[src/rtl/crc_pkg.sv]
// Shared encodings and default sizes for the serial CRC generator.
package crc_pkg;

  typedef enum logic [1:0] {
    INIT = 2'd0,
    CALC = 2'd1,
    DONE = 2'd2
  } crc_state_e;

  localparam int unsigned DEF_WIDTH      = 32;
  localparam int unsigned DEF_POLY_WIDTH = 9;

endpackage

[src/rtl/crc.sv]
// Serial CRC generator: bitwise long division of message*x^(poly_width-1) by poly,
// one message bit per clock, restarted by every reset pulse.
module crc
  import crc_pkg::*;
#(
  parameter int unsigned width      = DEF_WIDTH,
  parameter int unsigned poly_width = DEF_POLY_WIDTH
) (
  input  logic                    clk,
  input  logic                    reset,
  input  logic [width-1:0]        message,
  input  logic [poly_width-1:0]   poly,
  output logic [poly_width-2:0]   crc_value
);

  localparam int unsigned TW = width + poly_width - 1;
  localparam int unsigned IW = $clog2(width + 1);
  localparam logic [IW-1:0] LAST_I = IW'(width - 1);
  localparam logic [TW-1:0] TOP_BIT = {1'b1, {(TW-1){1'b0}}};

  crc_state_e      state;
  logic [IW-1:0]   i;
  logic [TW-1:0]   temp;
  logic [TW-1:0]   shift_poly;
  logic            lead_bit;

  // Dividend bit currently sitting above the MSB of the shifted polynomial.
  assign lead_bit = |(temp & (TOP_BIT >> i));

  always_ff @(posedge clk or posedge reset) begin
    if (reset) begin
      state      <= INIT;
      i          <= '0;
      temp       <= '0;
      shift_poly <= '0;
      crc_value  <= '0;
    end else begin
      case (state)
        INIT: begin
          temp       <= {message, {(poly_width-1){1'b0}}};
          shift_poly <= TW'(poly) << (width - 1);
          i          <= '0;
          state      <= CALC;
        end
        CALC: begin
          if (lead_bit) begin
            temp <= temp ^ shift_poly;
          end
          shift_poly <= shift_poly >> 1;
          i          <= i + 1'b1;
          if (i == LAST_I) begin
            state <= DONE;
          end
        end
        DONE: begin
          crc_value <= temp[poly_width-2:0];
        end
        default: begin
          state <= INIT;
        end
      endcase
    end
  end

endmodule

[config.mk]
export PLATFORM = sky130hd
export DESIGN_NAME = crc
export DESIGN_NICKNAME = d
export VERILOG_FILES = /design/src/rtl/crc_pkg.sv /design/src/rtl/crc.sv
export SDC_FILE = /design/constraint.sdc
export NUM_CORES = 1
export LEC_CHECK = 0
export BUFFER_PORTS_ARGS = -buffer_cell sky130_fd_sc_hd__buf_4
export CAP_MARGIN = 0
export CORE_ASPECT_RATIO = 1.1
export CORE_UTILIZATION = 35
export DETAILED_ROUTE_END_ITERATION = 16
export PLACE_DENSITY = 0.58
export RECOVER_POWER = 25
export SYNTH_ARGS = -nofsm -noshare
export SYNTH_HDL_FRONTEND = slang
export SYNTH_SLANG_ARGS = --single-unit
[constraint.sdc]
create_clock -name clk -period 2.7 [get_ports clk]
set_input_delay 0.27 -clock clk [delete_from_list [all_inputs] [get_ports clk]]
set_output_delay 0.27 -clock clk [all_outputs]
set_load 0.005 [all_outputs]
### After elaboration in Yosys (flattened, before gate mapping)

Cells that the tools add are included.

* $add $sub $neg: 1
* eq/ne operators: 5
* shift-type cells: 1
* multiplexer cells: 6
* bitwise gates (word level): 3
* reduce and logical (&&, ||, !) cells: 5

Operators by type and width (number)
* $pmux 40 s2: 2
* $and 40x40->40: 1
* $mux 40: 1
* $reduce_or 40->1: 1
* $shr 40x6->40 const A: 1
* $xor 40x40->40: 1
* $pmux 6 s2: 1
* $add 6x1->6 const B: 1
* $eq 6x5->1 const B: 1
* $pmux 2 s3: 1
* $ne 2x2->1 const B: 2
* $reduce_and 2->1: 2
* $eq 2x1->1 const B: 1
* $eq 2x2->1 const B: 1
* $logic_not 2->1: 1
* $mux 2: 1
* $reduce_bool 2->1: 1
* $not 1->1: 1

* register bits: 96
* bits of input ports: 43
* output and inout port bits: 8
* word-level logic and storage cells: 26

### Logic depth before layout (Yosys ltp)

* word-level depth: 5
* depth in mapped cells: 11
* depth with buffers taken out: 8

### Least setup slack after synthesis

No wires, ideal clock.

* path kind: reg2reg
* from: register i[0]
* to: register temp[10]
* library setup time: 121 ps
* arrival: 2135 ps
* data required time: 2579 ps
* slack: 444 ps
* stages on the path, launching flop included: 11
* period minus slack after synthesis: 2256 ps
* cell sequence: dfrtp_1 > inv_1 > ha_1 > clkbuf_1 > a22oi_1 > nand3_1 > a222oi_1 > o21a_1 > a31oi_2 > buf_2 > a22o_1

* word-level cells in the longest chain between the ends: 5

Ends and longest elaborated chain
* from (decl): line crc.sv:22 `logic [IW-1:0] i;`
* from (signal assigned): line crc.sv:50 `i <= i + 1'b1;`
* $shr 40x6->40: line crc.sv:28 `assign lead_bit = |(temp & (TOP_BIT >> i));`
* $and 40x40->40: line crc.sv:28
* $reduce_or 40->1: line crc.sv:28
* $ne 2x2->1 (no line)
* $reduce_and 2->1 (no line)
* to (signal assigned): line crc.sv:40 `temp <= {message, {(poly_width-1){1'b0}}};`
* to (signal assigned): line crc.sv:47 `temp <= temp ^ shift_poly;`
* to (decl): line crc.sv:23 `logic [TW-1:0] temp;`

Every way passes these cells.
A chain may end at the register's enable or synchronous reset.

### Worst setup path in the final report

* from: register i[1]
* to: register temp[39]

The elaborated chain is that of the path after synthesis.

==> flow_summary.json <==
{
  "synthArstFlopShare_pct": 100,
  "arrival_ns": 2.79,
  "clockBufferDepth": 2,
  "ys.flop_type": "dfrtp_1",
  "cellPowerDensity_nw_per_um2": 668,
  "h-tree-depth": 3,
  "crit_slowest_cell": "a222oi_1",
  "synth_top_area_cell": "dfrtp_1",
  "maxCapViolCount": 0,
  "area_growth_pct": 17.8,
  "antenna_found_initial": 0,
  "clock_latency_ns": 0.36,
  "dieArea_um2": 15300,
  "fin_setup_tns_ns": 0,
  "crit_type": "flip-flop to flip-flop",
  "drv_slew": 0,
  "vias": 4294,
  "die_x_um": 118,
  "yosysSeqAreaShare_pct": 46.4,
  "globalRoute.totalOverflow": 0,
  "worst_pin_slew_ns": 0.984,
  "die_h_um": 130,
  "grt_usage_pct": 18.6,
  "drc": 0,
  "intPower_mw": 2.97,
  "cts_made_buffers": 9,
  "clkTransAtPathRegs_ns": 0.07,
  "wl_per_cell_um": 16.7,
  "synth.cell_area_um2": 5170,
  "setup_viol": 0,
  "numClockSinks": 96,
  "ios": 51,
  "io_buffers": 50,
  "finalWeightedCongestion": 0.911,
  "synth-edff-count": 0,
  "drtIter0Drc": 195,
  "dp.final_hpwl_um": 9060,
  "p_switching_mw": 1.11,
  "p_total_mw": 4.07,
  "grt_pass1_vias": 4336,
  "synth_area_per_cell_um2": 9.21,
  "grt_max_degree": 93,
  "fmax_ghz": 0.396,
  "fp.coreArea_um2": 14400,
  "hp-class": "primary input to flip-flop",
  "cp-end-kind": "flip-flop",
  "finalNetCount": 643,
  "fin_crit_sh_pct": 93.6,
  "r2r_slack_ns": 0.17,
  "power_frac_comb_pct": 15.8,
  "synth.area.top_cells": "dfrtp_1 (46%), nand2_1 (4.9%), o31ai_1 (4.6%), a22o_1 (4.4%), a21oi_1 (4.3%)",
  "relSlewSlack_pct": 34.0,
  "synth.most_common_cell": "dfrtp_1",
  "yosysUniqueCellTypes": 45,
  "synth_top_area_share_pct": 46.4,
  "max_stage_delay_ns": 0.43,
  "row_count": 46,
  "drt-pass1-iter-count": 4,
  "path_max_fanout": 15,
  "synthTopCellsByCount": "dfrtp_1 (96), nand2_1 (68), inv_1 (47)",
  "fin_crit_ns": 2.53,
  "final_layout_size_suffix_gt1_share_pct": 17.4,
  "clock_skew_ns": 0.00782,
  "critPathLaunchType": "flip-flop",
  "totalWireLength_um": 13200,
  "cts-root-buf": "clkbuf_16",
  "grt_pass1_wl_um": 22300,
  "p_leak_nw": 2.57,
  "switching_share_pct": 27.2,
  "antenna_cells_inserted": 0,
  "initial_core_util_pct": 35.8,
  "vdd_ir_drop_max_mv": 0.249,
  "postSynthNetCount": 611,
  "hold_violations": 0,
  "synthCells": 562,
  "critPathRequiredTime_ns": 2.96,
  "vias_per_cell": 5.43,
  "clockPowerShare_pct": 36.8,
  "run_status": "finished, final reports clean",
  "tritoncts": "done",
  "ant_nets": 0,
  "synth_seq_cells": 96,
  "critical_path.cell_chain": "inv_1 -> ha_1 -> a22oi_1 -> nand3_1 -> a222oi_1 -> o21a_1 -> a31oi_2 -> buf_4 -> a211oi_1",
  "post_cts_buffers": 0,
  "sequentialPowerShare_pct": 47.5,
  "yosys_warnings": 0,
  "rsz0062_at_grt": "false"
}
-- timing repair --
action / CTS / global route
resized for setup: 0 / 1
endpoints found under the hold margin: 18 / 0
hold buffers: 1 / 0
setup endpoints to repair: 0 / 17
-- area by class of cell --
type                            count  area, µm²
Clock buffer                       11        243
Clock inverter                      5        104
Timing Repair Buffer               70        538
Multi-Input combinational cell    369       2380
Inverter                           48        181
Fill cell                        1410       8350
Tap cell                          192        240
Sequential cell                    96       2410
-- cell usage in the layout (no fill, tap or decap), types with 2 or more instances in the layout --
cell       netlist  routed
bufinv_16        0       3
clkbuf_4         0       6
nand2_1         68      68
o21ai_0         38      38
o211ai_1         2       2
nor4_1          15      15
clkbuf_16        0       9
o2bb2ai_1       17      17
o31ai_1         32      32
ha_1             6       6
nor2_1          14      14
mux2i_1         13      13
mux2_2           9       9
a221oi_1         4       4
inv_1           47      46
o22ai_1         15      15
and3_1           2       2
nand3_1          9       9
a22o_1          26      26
o21a_1           2       2
a211oi_1        15      15
and2_1          15      15
dfrtp_1         96      95
a21oi_1         44      44
buf_4            1      61
a22oi_1          5       5
-- through the flow --
stage	area, µm²	setup slack (ns)	util (%)	cells	hold WS (ns)
after floorplan	5180	0.444	-	562	0.415
after global placement	5750	0.187	39.8	774	0.333
after detailed placement	5750	0.0927	39.8	774	0.343
after CTS	6110	0.0775	42.3	791	0.170
after global routing	6100	0.00131	42.2	791	0.192
final	6100	0.174	42.2	791	0.171
-- worst max-delay path: cells and delay by family (launching register included) --
family                     cells  cell delay [ns]
DFF                            1             0.40
AOI/OAI and AO/OA              5             1.29
and+or+nand+nor                1             0.10
buffers and inverters          2             0.33
adders and majority gates      1             0.30
-- flip-flops by register name, indices dropped and copies added (netlist names) --
signal	cells
state	2
crc_value	8
i	6
shift_poly	40
temp	40
-- power groups by stage --
stage | sequential [mW] | combinational [mW] | clock, mW
floorplan | 1.85 | 0.406 | 0
global placement | 1.96 | 0.634 | 0
detailed placement | 1.96 | 0.655 | 0
CTS | 1.93 | 0.655 | 1.52
global route | 1.96 | 0.703 | 1.58
finish | 1.93 | 0.643 | 1.50
-- worst paths after layout --
| check | from | depth (start not counted) | end |
|---|---|---|---|
| worst min-delay path | poly[8] | 3 | shift_poly[39] |
| max in group asynchronous | reset | 4 | state[1] |
| worst max-delay path | i[1] | 9 | temp[39] |
| worst min register to register | shift_poly[5] | 2 | shift_poly[5] |
| min in group asynchronous | reset | 3 | temp[8] |
| worst max register to register | i[1] | 9 | temp[39] |
-- metal layers --
layer | up-vias | part of all wire, % | global-route usage (%) | wire [µm]
met5 | - | 0 | 0 | 0
met4 | 0 | 2.1 | 8.67 | 273
met3 | 19 | 3.7 | 3.35 | 488
met2 | 98 | 48 | 30.2 | 6340
met1 | 2074 | 46 | 24.2 | 6110
li1 | 2103 | - | - | -
-- cells by family after synthesis --
| family | count (synthesis) | synth area share (%) |
|---|---|---|
| AOI/OAI and AO/OA | 212 | 28.1 |
| adders and majority gates | 6 | 1.45 |
| buffers and inverters | 97 | 7.86 |
| DFF | 96 | 46.4 |
| muxes | 24 | 4.98 |
| and+or+nand+nor | 127 | 11.2 |
Power figures use the tool's default switching activity.
